## src/rtl/control_sequencer_pkg.sv

```systemverilog
// rtl/control_sequencer_pkg.sv - shared types and constants for the control sequencer
// Purpose: FSM state enum, opcode constants, instruction field positions,
//          load-source encodings and the decoded strobe bundle.
// Ports:   none (package).
package control_pkg;

  typedef enum logic [1:0] {
    S_FETCH = 2'd0,
    S_EXEC  = 2'd1,
    S_PLOT  = 2'd2,
    S_HALT  = 2'd3
  } state_t;

  localparam logic [3:0] OP_NOP   = 4'h0;
  localparam logic [3:0] OP_ALU_1 = 4'h1;
  localparam logic [3:0] OP_ALU_7 = 4'h7;
  localparam logic [3:0] OP_LDI   = 4'h8;
  localparam logic [3:0] OP_LD    = 4'h9;
  localparam logic [3:0] OP_ST    = 4'hA;
  localparam logic [3:0] OP_JZ    = 4'hB;
  localparam logic [3:0] OP_JN    = 4'hC;
  localparam logic [3:0] OP_PLOT  = 4'hD;
  localparam logic [3:0] OP_ILL   = 4'hE;
  localparam logic [3:0] OP_HALT  = 4'hF;

  // ALU pass-through of operand A
  localparam logic [3:0] OP_PASS  = 4'h0;

  localparam int OP_MSB  = 15;
  localparam int OP_LSB  = 12;
  localparam int RD_MSB  = 11;
  localparam int RD_LSB  = 8;
  localparam int RA_MSB  = 7;
  localparam int RA_LSB  = 4;
  localparam int RB_MSB  = 3;
  localparam int RB_LSB  = 0;
  localparam int IMM_MSB = 7;

  localparam logic [1:0] LOAD_NONE = 2'b00;
  localparam logic [1:0] LOAD_ALU  = 2'b01;
  localparam logic [1:0] LOAD_MEM  = 2'b10;

  typedef struct packed {
    logic [3:0]  alu_op;
    logic [15:0] a_altern;
    logic [3:0]  a_select;
    logic [3:0]  b_select;
    logic        a_source;
    logic [3:0]  out_select;
    logic [1:0]  load_src;
    logic        store_to_mem;
    logic        pc_inc;
    logic        jump;
    logic [3:0]  color_select;
    logic [3:0]  coord_select;
    logic        is_plot;
    logic        is_halt;
    logic        is_illegal;
  } strobes_t;

endpackage

```

## src/rtl/control_sequencer_decoder.sv

```systemverilog
// rtl/control_sequencer_decoder.sv - combinational instruction decoder
// Purpose: turns the latched instruction (plus jump flags) into the strobe
//          bundle the sequencer drives during its execute cycle.
// Ports:   ir        in  16  latched instruction
//          zeroflag  in  16  per-register zero flags
//          signflag  in  16  per-register sign flags
//          strobes   out     decoded strobe bundle
module instr_decoder
  import control_pkg::*;
(
  input  logic [15:0] ir,
  input  logic [15:0] zeroflag,
  input  logic [15:0] signflag,
  output strobes_t    strobes
);

  logic [3:0] op;
  logic [3:0] rd;
  logic [3:0] ra;
  logic [3:0] rb;
  logic [7:0] imm8;

  assign op   = ir[OP_MSB:OP_LSB];
  assign rd   = ir[RD_MSB:RD_LSB];
  assign ra   = ir[RA_MSB:RA_LSB];
  assign rb   = ir[RB_MSB:RB_LSB];
  assign imm8 = ir[IMM_MSB:0];

  strobes_t s;
  logic     writes_pc;

  always_comb begin
    s = '0;
    case (op)
      OP_NOP: ;
      OP_LDI: begin
        s.alu_op     = OP_PASS;
        s.a_source   = 1'b1;
        s.a_altern   = {8'h00, imm8};
        s.out_select = rd;
        s.load_src   = LOAD_ALU;
      end
      OP_LD: begin
        s.alu_op     = OP_PASS;
        s.a_select   = ra;
        s.out_select = rd;
        s.load_src   = LOAD_MEM;
      end
      OP_ST: begin
        // address comes through the ALU from ra; store data is read via out_select
        s.alu_op       = OP_PASS;
        s.a_select     = ra;
        s.out_select   = rd;
        s.store_to_mem = 1'b1;
      end
      OP_JZ, OP_JN: begin
        if ((op == OP_JZ) ? zeroflag[ra] : signflag[ra]) begin
          s.alu_op     = OP_PASS;
          s.a_select   = rb;
          s.out_select = 4'h0;
          s.load_src   = LOAD_ALU;
        end
      end
      OP_PLOT: begin
        s.color_select = ra;
        s.coord_select = rb;
        s.is_plot      = 1'b1;
      end
      OP_ILL:  s.is_illegal = 1'b1;
      OP_HALT: s.is_halt    = 1'b1;
      default: begin
        s.alu_op     = op;
        s.a_select   = ra;
        s.b_select   = rb;
        s.out_select = rd;
        s.load_src   = LOAD_ALU;
      end
    endcase

    // Any register load targeting r0 rewrites the PC, so it replaces the increment.
    writes_pc = (s.load_src != LOAD_NONE) && (s.out_select == 4'h0);
    s.jump    = writes_pc;
    // Plot advances the PC later, from S_PLOT; halt/illegal never advance it.
    s.pc_inc  = !(s.is_plot || s.is_halt || s.is_illegal) && !writes_pc;
  end

  assign strobes = s;

endmodule

```

## src/rtl/control_sequencer.sv

```systemverilog
// rtl/control_sequencer.sv - multi-cycle instruction sequencer ahead of the datapath
// Purpose: fetch/execute FSM that latches the instruction at the PC, drives the
//          datapath strobes for one execute cycle, stalls on VGA plots with a
//          timeout, and counts retired instructions.
// Ports:   clock, resetn (sync, active low)
//          current_instruction, zeroflag, signflag, vga_done  (inputs)
//          program_counter_increment, alu_* strobes, vga_* selects/plot,
//          halted, fault (sticky), retired (16-bit wrapping count)  (outputs)
module control_sequencer
  import control_pkg::*;
#(
  parameter int PLOT_TIMEOUT = 255
) (
  input  logic        clock,
  input  logic        resetn,
  input  logic [15:0] current_instruction,
  input  logic [15:0] zeroflag,
  input  logic [15:0] signflag,
  input  logic        vga_done,
  output logic        program_counter_increment,
  output logic [3:0]  alu_op,
  output logic [15:0] alu_a_altern,
  output logic [15:0] alu_b_altern,
  output logic [3:0]  alu_a_select,
  output logic [3:0]  alu_b_select,
  output logic        alu_a_source,
  output logic        alu_b_source,
  output logic [3:0]  alu_out_select,
  output logic [1:0]  alu_load_src,
  output logic        alu_store_to_mem,
  output logic        alu_store_to_stk,
  output logic [3:0]  vga_color_select,
  output logic [3:0]  vga_coord_select,
  output logic        vga_plot,
  output logic        halted,
  output logic        fault,
  output logic [15:0] retired
);

  localparam int CW = (PLOT_TIMEOUT < 2) ? 1 : $clog2(PLOT_TIMEOUT);

  state_t      state;
  state_t      state_next;
  logic [15:0] ir;
  logic [CW-1:0] plot_cnt;
  logic        fault_q;
  logic [15:0] retired_q;
  logic        set_fault;
  logic        retire;
  logic        plot_timeout;
  strobes_t    dec;

  instr_decoder u_decoder (
    .ir       (ir),
    .zeroflag (zeroflag),
    .signflag (signflag),
    .strobes  (dec)
  );

  // plot_cnt is 0 in the first S_PLOT cycle, so this fires in wait cycle PLOT_TIMEOUT
  assign plot_timeout = (plot_cnt == CW'(PLOT_TIMEOUT - 1));

  always_comb begin
    state_next                = state;
    set_fault                 = 1'b0;
    retire                    = 1'b0;
    program_counter_increment = 1'b0;
    alu_op                    = 4'h0;
    alu_a_altern              = 16'h0000;
    alu_a_select              = 4'h0;
    alu_b_select              = 4'h0;
    alu_a_source              = 1'b0;
    alu_out_select            = 4'h0;
    alu_load_src              = LOAD_NONE;
    alu_store_to_mem          = 1'b0;
    vga_color_select          = 4'h0;
    vga_coord_select          = 4'h0;
    vga_plot                  = 1'b0;

    case (state)
      S_FETCH: state_next = S_EXEC;

      S_EXEC: begin
        program_counter_increment = dec.pc_inc;
        alu_op                    = dec.alu_op;
        alu_a_altern              = dec.a_altern;
        alu_a_select              = dec.a_select;
        alu_b_select              = dec.b_select;
        alu_a_source              = dec.a_source;
        alu_out_select            = dec.out_select;
        alu_load_src              = dec.load_src;
        alu_store_to_mem          = dec.store_to_mem;
        vga_color_select          = dec.color_select;
        vga_coord_select          = dec.coord_select;
        retire                    = dec.pc_inc || dec.jump;
        if (dec.is_illegal) begin
          set_fault  = 1'b1;
          state_next = S_HALT;
        end else if (dec.is_halt) begin
          state_next = S_HALT;
        end else if (dec.is_plot) begin
          state_next = S_PLOT;
        end else begin
          state_next = S_FETCH;
        end
      end

      S_PLOT: begin
        vga_plot         = 1'b1;
        vga_color_select = dec.color_select;
        vga_coord_select = dec.coord_select;
        if (vga_done) begin
          program_counter_increment = 1'b1;
          retire                    = 1'b1;
          state_next                = S_FETCH;
        end else if (plot_timeout) begin
          // abandon the pixel but still step past the PLOT instruction
          set_fault                 = 1'b1;
          program_counter_increment = 1'b1;
          retire                    = 1'b1;
          state_next                = S_FETCH;
        end
      end

      S_HALT: state_next = S_HALT;

      default: state_next = S_FETCH;
    endcase
  end

  always_ff @(posedge clock) begin
    if (!resetn) begin
      state     <= S_FETCH;
      ir        <= 16'h0000;
      plot_cnt  <= '0;
      fault_q   <= 1'b0;
      retired_q <= 16'h0000;
    end else begin
      state <= state_next;
      if (state == S_FETCH) begin
        ir <= current_instruction;
      end
      // held at zero outside S_PLOT so each plot starts a fresh count
      if (state == S_PLOT) begin
        plot_cnt <= plot_cnt + 1'b1;
      end else begin
        plot_cnt <= '0;
      end
      fault_q <= fault_q | set_fault;
      if (retire) begin
        retired_q <= retired_q + 16'h0001;
      end
    end
  end

  assign alu_b_altern     = 16'h0000;
  assign alu_b_source     = 1'b0;
  assign alu_store_to_stk = 1'b0;
  assign halted           = (state == S_HALT);
  assign fault            = fault_q;
  assign retired          = retired_q;

endmodule
```

## config.mk

```make
export PLATFORM = sky130hd
export DESIGN_NAME = control_sequencer
export DESIGN_NICKNAME = d
export VERILOG_FILES = /design/src/rtl/control_sequencer_pkg.sv /design/src/rtl/control_sequencer_decoder.sv /design/src/rtl/control_sequencer.sv
export SDC_FILE = /design/constraint.sdc
export NUM_CORES = 1
export LEC_CHECK = 0
export ABC_AREA = 1
export CORE_MARGIN = 1
export CORE_UTILIZATION = 45
export DETAILED_ROUTE_END_ITERATION = 8
export GPL_ROUTABILITY_DRIVEN = 1
export PLACE_DENSITY = 0.94
export SYNTH_ARGS = -nofsm -noshare
export SYNTH_HDL_FRONTEND = slang
export SYNTH_HIERARCHICAL = 1
export SYNTH_SLANG_ARGS = --single-unit
```

## constraint.sdc

```tcl
create_clock -name clock -period 6.21 [get_ports clock]
set_input_delay 0.621 -clock clock [delete_from_list [all_inputs] [get_ports clock]]
set_output_delay 0.621 -clock clock [all_outputs]
set_load 0.02 [all_outputs]
```

==> impl_metrics.py, run 1 <==
metrics = {
    "outcome": {
        "status": "finished clean",
    },
    "worst_setup_path": {
        "r2r_slack_ns": 3.34,
        "crit_required_ns": 5.59,
        "crit_start": "ir[5]$_SDFFE_PN0N_",
        "crit_type": "reg2out",
        "cpPeakStageDelay_ns": 0.63,
        "critical-path-slowest-cell": "clkdlybuf4s50_1",
        "crit_path_end_kind": "primary output",
        "worstRegToRegCells": 14,
        "start_kind": "register",
        "crit_chain": "clkinv_1, nand3_1, nand3_1, nand3_1, nand2_1, nand2_1, nand4_1, a21oi_1, nand2_1, a21oi_1, clkdlybuf4s50_1",
        "arrival_ns": 3.09,
        "crit_fanout": 12,
        "crit_end": "program_counter_increment",
        "worstReg2RegEnd": "retired[7]$_SDFFE_PN0P_",
        "r2r_start": "ir[5]$_SDFFE_PN0N_",
    },
    "yosys": {
        "ys_seq_elements": 43,
        "synthMostInstantiatedCell": "nand2_1",
        "synthCells": 573,
        "yosys_warnings": 6,
        "synth_edf_count": 0,
        "synth_largest_area_cell": "dfxtp_1",
        "netlist.area_leader.share": 0.261,
        "syn-cell-area_mm2": 0.00329,
        "ys_types": 34,
        "async_flop_share": 0,
        "synthTopCellsByCount": "139 x nand2_1, 114 x nor2_1, 101 x inv_1",
        "synthFlopType": "dfxtp_1",
        "ys_seq_area_frac": 0.261,
        "synth.area.top_cells": "dfxtp_1 26%, nand2_1 16%, nor2_1 13%",
        "synth.avg_cell_area_um2": 5.75,
    },
    "power": {
        "power.share.combinational": 0.272,
        "p_leak_uw": 0.00221,
        "p_int_uw": 462,
        "p_sw_frac": 0.320,
        "max-vdd-ir-drop_mv": 0.162,
        "p_sw_uw": 217,
        "powerDensity_mw_per_mm2": 157,
        "clockPowerShare": 0.286,
        "seq_power_share": 0.442,
    },
    "die": {
        "start_util": 0.474,
        "core-area_mm2": 0.00694,
        "ios": 133,
        "die_y_um": 87.5,
        "die_width_um": 87.5,
        "die-area_mm2": 0.00766,
        "row_count": 30,
    },
    "global_routing": {
        "grt_pass1_vias": 3148,
        "antenna_found_initial": 0,
        "grt_pass1_wl_mm": 13.6,
        "grtUsageTotal": 0.222,
        "grt.overflow.total": 0,
        "grt_max_degree": 42,
    },
    "timing": {
        "hold_viol": 0,
        "fmax_mhz": 270,
        "setup_viol": 0,
        "worst_slew_pin_slew_ns": 1.22,
        "setup_ws_ns": 2.50,
        "fin_crit_sh": 0.597,
        "grt_setup_unrepaired": "no",
        "skew_ns": 0.00960,
        "drv_slew": 0,
        "timing.hold.ws_ns": 0.478,
        "max-slew-margin-rel": 0.184,
        "setup-tns-final_ns": 0,
        "min_period_ns": 3.71,
    },
    "placed_design": {
        "dp_hpwl_mm": 6.75,
        "place_worst_setup_slack_ns": 2.74,
        "io_buffers": 105,
        "gp_congestion": 0.941,
        "dp_cells": 753,
    },
    "clocking": {
        "clkSlewWorstSetupHoldPaths_ns": 0.08,
        "cts_sinks": 43,
        "cts.hold.buffers_added": 0,
        "h-tree-depth": 2,
        "root_buffer": "clkbuf_8",
        "cts_tree": "built",
        "cts_resized": 0,
        "insertion_delay_ns": 0.30,
        "cts_buffers": 5,
        "cts_setup_buffers": 0,
        "clockBufferDepth": 2,
    },
    "drt": {
        "drtAntennaViolNets": 0,
        "drc": 0,
        "dr.pass1.iters": 4,
        "drt-total-wl_mm": 8.49,
        "viasPerCell": 4.71,
        "routed-via-count": 3587,
        "initialDrtViolationCount": 156,
        "wl_per_cell_um": 11.2,
    },
    "final_layout": {
        "ff_latch_area_um2": 861,
        "finalNetCount": 723,
        "multi_input_area_mm2": 0.00180,
        "synthToLayoutAreaGrowth_pct": 31.6,
        "fill_cells": 643,
        "post-route-util": 0.624,
        "stdcell_count": 761,
        "antenna_cells": 0,
        "drive_gt1_frac": 0.0376,
    },
    "job": {
        "drv_cap": 0,
    },
    "min_path": {
        "holdCritPathClass": "reg2reg",
    },
}
[power groups by stage]
| stage | clock, µW | combinational, µW | sequential [µW] |
|---|---|---|---|
| after global placement | 0 | 178 | 306 |
| after floorplan | 0 | 141 | 302 |
| after global routing | 211 | 205 | 303 |
| after CTS | 199 | 184 | 300 |
| final | 195 | 185 | 300 |
| after detailed placement | 0 | 183 | 307 |
[cells in the final DEF, fill, tap and decap left out, types with 2 or more instances in the layout]
cell type | synthesis | final
nand2_1 | 139 | 139
nor2_1 | 114 | 114
clkdlybuf4s50_1 | 0 | 105
inv_1 | 101 | 101
dfxtp_1 | 43 | 43
nand3_1 | 39 | 39
conb_1 | 2 | 27
o21ai_0 | 21 | 21
a21oi_1 | 15 | 15
ha_1 | 8 | 8
clkbuf_8 | 0 | 7
nand2_2 | 6 | 6
nor3_1 | 6 | 6
nand4_1 | 4 | 4
o21ai_1 | 4 | 4
o22ai_1 | 4 | 4
xor2_1 | 3 | 3
a21oi_2 | 3 | 3
inv_2 | 3 | 3
nor2_2 | 2 | 2
nand3b_1 | 2 | 2
[flip-flops by register name (all words and copies together), names as in the netlist]
register  cells
fault         1
ir           16
plot_cnt      8
retired      16
state         2
[worst min path at each step]
stage                             endpoint  cells after the start              startpoint
floorplan           plot_cnt[0]$_SDFF_PN0_                      1  plot_cnt[0]$_SDFF_PN0_
global placement    plot_cnt[0]$_SDFF_PN0_                      1  plot_cnt[0]$_SDFF_PN0_
detailed placement  plot_cnt[4]$_SDFF_PN0_                      2  plot_cnt[4]$_SDFF_PN0_
CTS                 plot_cnt[4]$_SDFF_PN0_                      2  plot_cnt[4]$_SDFF_PN0_
global route        plot_cnt[0]$_SDFF_PN0_                      1  plot_cnt[0]$_SDFF_PN0_
finish              plot_cnt[4]$_SDFF_PN0_                      2  plot_cnt[4]$_SDFF_PN0_
[cell type report]
class                           count  area share
Tap cell                           96      0.0277
Clock inverter                      1     0.00173
Clock buffer                        7      0.0222
Timing Repair Buffer              105       0.242
Inverter                          106      0.0929
Multi-Input combinational cell    403       0.414
Sequential cell                    43       0.199
[metal layers]
layer	share of wire	GRT usage
met1	0.42	0.255
met2	0.50	0.412
met3	0.057	0.0320
met4	0.032	0.0939
met5	0	0
[cell families (layout without fill, tap and decap cells)]
logic type                 Yosys count  count (layout)  share of synthesized area
buffers and inverters              152             219                      0.221
xor gates and xnor gates             4               4                     0.0106
DFF                                 43              43                      0.261
and+or+nand+nor                    315             315                      0.393
other                                2              27                    0.00228
adders and majority gates            8               8                     0.0304
AOI/OAI and AO/OA                   49              49                     0.0809
[through the flow]
stage	total power, µW	cell area, µm²
2_1_floorplan	443	3390
3_3_place_gp	484	4230
3_5_place_dp	490	4230
4_1_cts	684	4340
5_1_grt	719	4340
6_report	680	4340
[worst max-delay path, delay by kind of cell, from the launching register on]
kind                   cells  cell delay [ns]
AOI/OAI and AO/OA          2             0.46
buffers and inverters      2             1.00
and+or+nand+nor            7             0.75
DFF                        1             0.58
(Power assumes the default switching activity.)
==> inputs of run 2 (changes only) <==
CORE_UTILIZATION = 40   (was 45)
PLACE_DENSITY = 0.89   (was 0.94)
clock period = 3.2 ns   (was 6.21 ns; I/O delays follow)
==> impl_metrics.py, run 2 (synthesis results as in run 1) <==
metrics = {
    "power": {
        "p_leak_uw": 0.00224,
        "powerDensity_mw_per_mm2": 312,
        "max-vdd-ir-drop_mv": 0.298,
    },
    "clocking": {
        "h-tree-depth": 2,
        "cts_buffers": 5,
        "cts_setup_buffers": 0,
        "root_buffer": "clkbuf_8",
        "cts_tree": "built",
        "insertion_delay_ns": 0.30,
        "clockBufferDepth": 2,
        "cts_sinks": 43,
        "cts.hold.buffers_added": 0,
        "clkSlewWorstSetupHoldPaths_ns": 0.08,
    },
    "timing": {
        "worst_slew_pin_slew_ns": 0.515,
        "drv_slew": 0,
        "min_period_ns": 3.00,
        "setup_viol": 0,
        "fmax_mhz": 333,
        "max-slew-margin-rel": 0.657,
        "grt_setup_unrepaired": "no",
        "skew_ns": 0.0105,
        "setup-tns-final_ns": 0,
        "timing.hold.ws_ns": 0.474,
        "fin_crit_sh": 0.937,
        "hold_viol": 0,
    },
    "worst_setup_path": {
        "crit_required_ns": 2.88,
        "crit_fanout": 8,
        "crit_type": "reg2out",
        "arrival_ns": 2.68,
        "crit_path_end_kind": "primary output",
        "r2r_slack_ns": 0.76,
        "start_kind": "register",
    },
    "drt": {
        "routed-via-count": 3626,
        "drt-total-wl_mm": 8.48,
        "viasPerCell": 4.70,
        "wl_per_cell_um": 11.0,
        "drtAntennaViolNets": 0,
        "dr.pass1.iters": 5,
        "initialDrtViolationCount": 146,
        "drc": 0,
    },
    "global_routing": {
        "grtUsageTotal": 0.198,
        "grt_max_degree": 42,
        "grtUsageMet1": 0.233,
        "grt_busiest_layer": "met2",
        "grt_pass1_wl_mm": 13.8,
        "met2_usage": 0.356,
        "grt.overflow.total": 0,
        "antenna_found_initial": 0,
        "use_met3": 0.0255,
        "grt_pass1_vias": 3252,
    },
    "final_layout": {
        "drive_gt1_frac": 0.0448,
        "layout_commonest_cell": "nand2_1",
        "synthToLayoutAreaGrowth_pct": 33.2,
        "fill_cells": 757,
        "finalNetCount": 727,
        "antenna_cells": 0,
        "most-common-layout-cells": "139 x nand2_1, 114 x nor2_1, 105 x clkdlybuf4s50_1",
        "design_area_mm2": 0.00439,
    },
    "die": {
        "row_count": 32,
        "die-area_mm2": 0.00860,
        "die_width_um": 92.7,
        "die_y_um": 92.7,
        "core-area_mm2": 0.00785,
        "ios": 133,
        "start_util": 0.420,
    },
    "placed_design": {
        "gp_congestion": 0.958,
        "dp_hpwl_mm": 6.78,
        "dpl_cell_area_mm2": 0.00427,
        "io_buffers": 105,
    },
    "min_path": {
        "holdCritPathClass": "reg2reg",
    },
    "job": {
        "drv_cap": 0,
    },
    "outcome": {
        "status": "finished clean",
    },
}
## run 2: worst paths after layout
path                               end                   start  depth (start not counted)
max reg2reg    retired[2]$_SDFFE_PN0P_     ir[12]$_SDFFE_PN0N_                         14
max          program_counter_increment     ir[12]$_SDFFE_PN0N_                         11
min reg2reg     plot_cnt[0]$_SDFF_PN0_  plot_cnt[0]$_SDFF_PN0_                          1
min             plot_cnt[0]$_SDFF_PN0_  plot_cnt[0]$_SDFF_PN0_                          1
## run 2: layout make-up
| cell class | count | area, µm² | area share |
|---|---|---|---|
| timing repair buffer | 109 | 1080 | 0.247 |
| inverter | 106 | 403 | 0.0919 |
| multi-input combinational | 403 | 1800 | 0.410 |
| sequential | 43 | 865 | 0.197 |
| tap | 102 | 128 | 0.0291 |
| clock buffer | 5 | 68.8 | 0.0157 |
| clock inverter | 3 | 43.8 | 0.00999 |
## run 2: what timing repair did
| action | in CTS | in global routing |
|---|---|---|
| gates resized for setup | 1 | 1 |
| endpoints found under the hold margin | 0 | 0 |
| setup endpoints to repair | 1 | 1 |
## run 2: metrics by stage
stage / setup WS, ns / power, µW / instances / util
final: 0.201 / 1370 / 771 / 0.559
after global routing: 0.00170 / 1450 / 771 / 0.559
after CTS: 0.160 / 1380 / 771 / 0.559
after detailed placement: 0.289 / 955 / 763 / 0.544
after global placement: 0.403 / 947 / 763 / 0.544
after floorplan: 1.06 / 860 / 598 / -
## run 2: where the power goes
group	internal [µW]	switching (µW)	total [µW]	leakage (µW)
logic	148	219	367	0.00183
registers	556	23.0	579	0.000352
clock network	232	190	422	0.0000581
total	936	432	1370	0.00224
## run 2: critical path, cell delays in order (launching register included)
cell and delay [ns]:
dfxtp_1 0.47, nor2_1 0.11, nand2_1 0.10, nand2_2 0.11
nand2_1 0.13, inv_2 0.07, a41oi_1 0.17, inv_1 0.07
a21oi_1 0.18, nand2_1 0.09, a21oi_1 0.24, clkdlybuf4s50_1 0.64
## run 2: routing by layer
metal / vias to the layer above / share of wire / wire [µm]
met2: 130 / 0.50 / 4210
li1: 1856 / - / -
met5: - / 0 / 0
met1: 1620 / 0.43 / 3680
met4: 0 / 0.023 / 198
met3: 20 / 0.047 / 395
==> inputs of run 3 (changes only) <==
CORE_UTILIZATION = 38   (was 40)
SYNTH_HIERARCHICAL = unset   (was 1)
==> impl_metrics.py, run 3 <==
metrics = {
    "yosys": {
        "synthFlopType": "dfxtp_1",
        "synth.avg_cell_area_um2": 6.40,
        "ys_seq_area_frac": 0.299,
        "synthTopCellsByCount": "82 x nand2_1, 60 x nor2_1, 59 x inv_1",
        "ys_types": 39,
        "synth_edf_count": 0,
        "ys_seq_elements": 43,
        "synthCells": 450,
        "synthMostInstantiatedCell": "nand2_1",
        "async_flop_share": 0,
        "netlist.area_leader.share": 0.299,
        "yosys_warnings": 0,
        "synth_largest_area_cell": "dfxtp_1",
        "syn-cell-area_mm2": 0.00288,
        "synth.area.top_cells": "dfxtp_1 30%, nand2_1 11%, nor2_1 7.8%",
    },
    "placed_design": {
        "io_buffers": 105,
        "dp_hpwl_mm": 6.94,
        "place_worst_setup_slack_ns": 0.330,
        "gp_congestion": 0.916,
    },
    "power": {
        "max-vdd-ir-drop_mv": 0.184,
        "p_leak_uw": 0.00170,
        "powerDensity_mw_per_mm2": 336,
    },
    "drt": {
        "dr.pass1.iters": 4,
        "drtAntennaViolNets": 0,
        "drc": 0,
        "drt-total-wl_mm": 8.94,
        "wl_per_cell_um": 13.7,
        "initialDrtViolationCount": 92,
        "routed-via-count": 3183,
        "viasPerCell": 4.89,
    },
    "worst_setup_path": {
        "start_kind": "register",
        "r2r_slack_ns": 1.15,
        "critical-path-slowest-cell": "clkdlybuf4s50_1",
        "cpPeakStageDelay_ns": 0.62,
        "cp_top_family": "buffers and inverters",
        "crit_buf_inv": 2,
        "r2r_start": "state[0]$_SDFFE_PN0P_",
        "arrival_ns": 2.64,
        "crit_path_end_kind": "primary output",
        "crit_type": "reg2out",
        "crit_fanout": 11,
        "cp_common_cell": "nand2_1",
        "crit_start": "ir[5]$_SDFFE_PN0N_",
        "worstRegToRegCells": 11,
        "worstReg2RegEnd": "retired[14]$_SDFFE_PN0P_",
        "crit_required_ns": 2.88,
        "crit_chain": "clkinv_2, nor2_1, o21ai_0, nand3_1, nand3_1, nand2_1, nand2_1, nand2_1, a21oi_1, nor2_1, clkdlybuf4s50_1",
    },
    "clocking": {
        "clkSlewWorstSetupHoldPaths_ns": 0.08,
        "insertion_delay_ns": 0.30,
        "cts_buffers": 5,
        "cts_tree": "built",
        "root_buffer": "clkbuf_8",
        "cts_setup_buffers": 0,
        "clockBufferDepth": 2,
        "h-tree-depth": 2,
        "cts_sinks": 43,
    },
    "final_layout": {
        "multi_input_area_mm2": 0.00160,
        "layout_commonest_cell": "clkdlybuf4s50_1",
        "antenna_cells": 0,
        "synthToLayoutAreaGrowth_pct": 39.7,
        "drive_gt1_frac": 0.0543,
        "finalNetCount": 610,
        "most-common-layout-cells": "105 x clkdlybuf4s50_1, 82 x nand2_1, 60 x nor2_1",
        "fill_cells": 696,
        "ff_latch_area_um2": 862,
    },
    "die": {
        "core-area_mm2": 0.00729,
        "die_width_um": 89.1,
        "die-area_mm2": 0.00793,
        "ios": 133,
        "die_y_um": 89.1,
        "row_count": 31,
        "start_util": 0.395,
    },
    "global_routing": {
        "grt_pass1_wl_mm": 13.5,
        "grt_max_degree": 28,
        "antenna_found_initial": 0,
        "grt.overflow.total": 0,
        "grt_pass1_vias": 2965,
        "grtUsageTotal": 0.221,
    },
    "timing": {
        "fin_crit_sh": 0.926,
        "skew_ns": 0.00710,
        "worst_slew_pin_slew_ns": 0.661,
        "setup-tns-final_ns": 0,
        "fmax_mhz": 338,
        "hold_viol": 0,
        "max-slew-margin-rel": 0.557,
        "setup_ws_ns": 0.238,
        "grt_setup_unrepaired": "no",
        "min_period_ns": 2.96,
        "setup_viol": 0,
        "drv_slew": 0,
    },
    "job": {
        "drv_cap": 0,
    },
    "min_path": {
        "hold_end": "plot_cnt[4]$_SDFF_PN0_",
        "min_delay_path_depth": 2,
        "holdCritPathClass": "reg2reg",
        "worstHoldStart": "plot_cnt[4]$_SDFF_PN0_",
    },
    "outcome": {
        "status": "finished clean",
    },
}
run 3: cell types whose count changed after synthesis, sizes merged, moves of 3 or more:
cell	before	now
o21ai	25	41
a21oi	18	31
inv	105	62
nor3	6	24
o22ai	4	1
nand3	39	33
nand2	146	87
nor2	117	62
buf	41	32
run 3: tightest hold or removal path: stages (launching register included):
cell and delay (ns):
dfxtp_1 0.32, inv_1 0.06, a21oi_1 0.06
run 3: worst max-delay path by stage:
stage	to	slack [ns]	cells past startpoint
after global placement	alu_a_select[1]	0.43	11
after global routing	alu_a_select[0]	0.07	9
after floorplan	alu_a_altern[0]	1.30	7
final	alu_a_select[2]	0.24	11
after CTS	alu_a_select[2]	0.12	11
after detailed placement	alu_a_select[2]	0.33	11
run 3: final cells by class:
cell class	instances	area share
clock buffers	6	0.0205
clock inverters	2	0.00871
inverters	64	0.0619
multi-input cells	330	0.399
flip-flops and latches	43	0.214
well taps	99	0.0308
repair buffers	107	0.265
run 3: timing repair:
item                                    in CTS  in global routing
hold buffers                                 0                  0
pin swaps                                    0                  0
endpoints found under the setup margin       2                  6
gates resized for setup                      1                  1
run 3: routing by layer:
layer	GRT usage	share of wire	up-vias
met1	0.242	0.41	1456
met3	0.0452	0.068	16
li1	-	-	1592
met2	0.415	0.49	119
met4	0.0924	0.028	0
met5	0	0	-
run 3: kinds of logic after synthesis:
kind of cell    count (synthesis)  synth area share
xor+xnor                        1           0.00304
buf+inv                       103             0.178
compound gates                 77             0.141
other cells                     1           0.00130
flops                          43             0.299
fa+ha+maj                       8            0.0348
simple gates                  217             0.343
run 3: where the power goes:
| group | switching, µW | internal (µW) |
|---|---|---|
| registers | 20.9 | 554 |
| logic | 198 | 133 |
| clock network | 194 | 253 |
run 3: stage by stage:
stage	util	power (µW)	instances	instance area (µm²)	hold slack (ns)
6_report	0.552	1350	651	4020	0.475
2_1_floorplan	-	803	476	2980	0.430
3_3_place_gp	0.535	905	643	3900	0.445
4_1_cts	0.551	1360	651	4020	0.479
3_5_place_dp	0.535	911	643	3900	0.453
5_1_grt	0.552	1420	651	4020	0.503
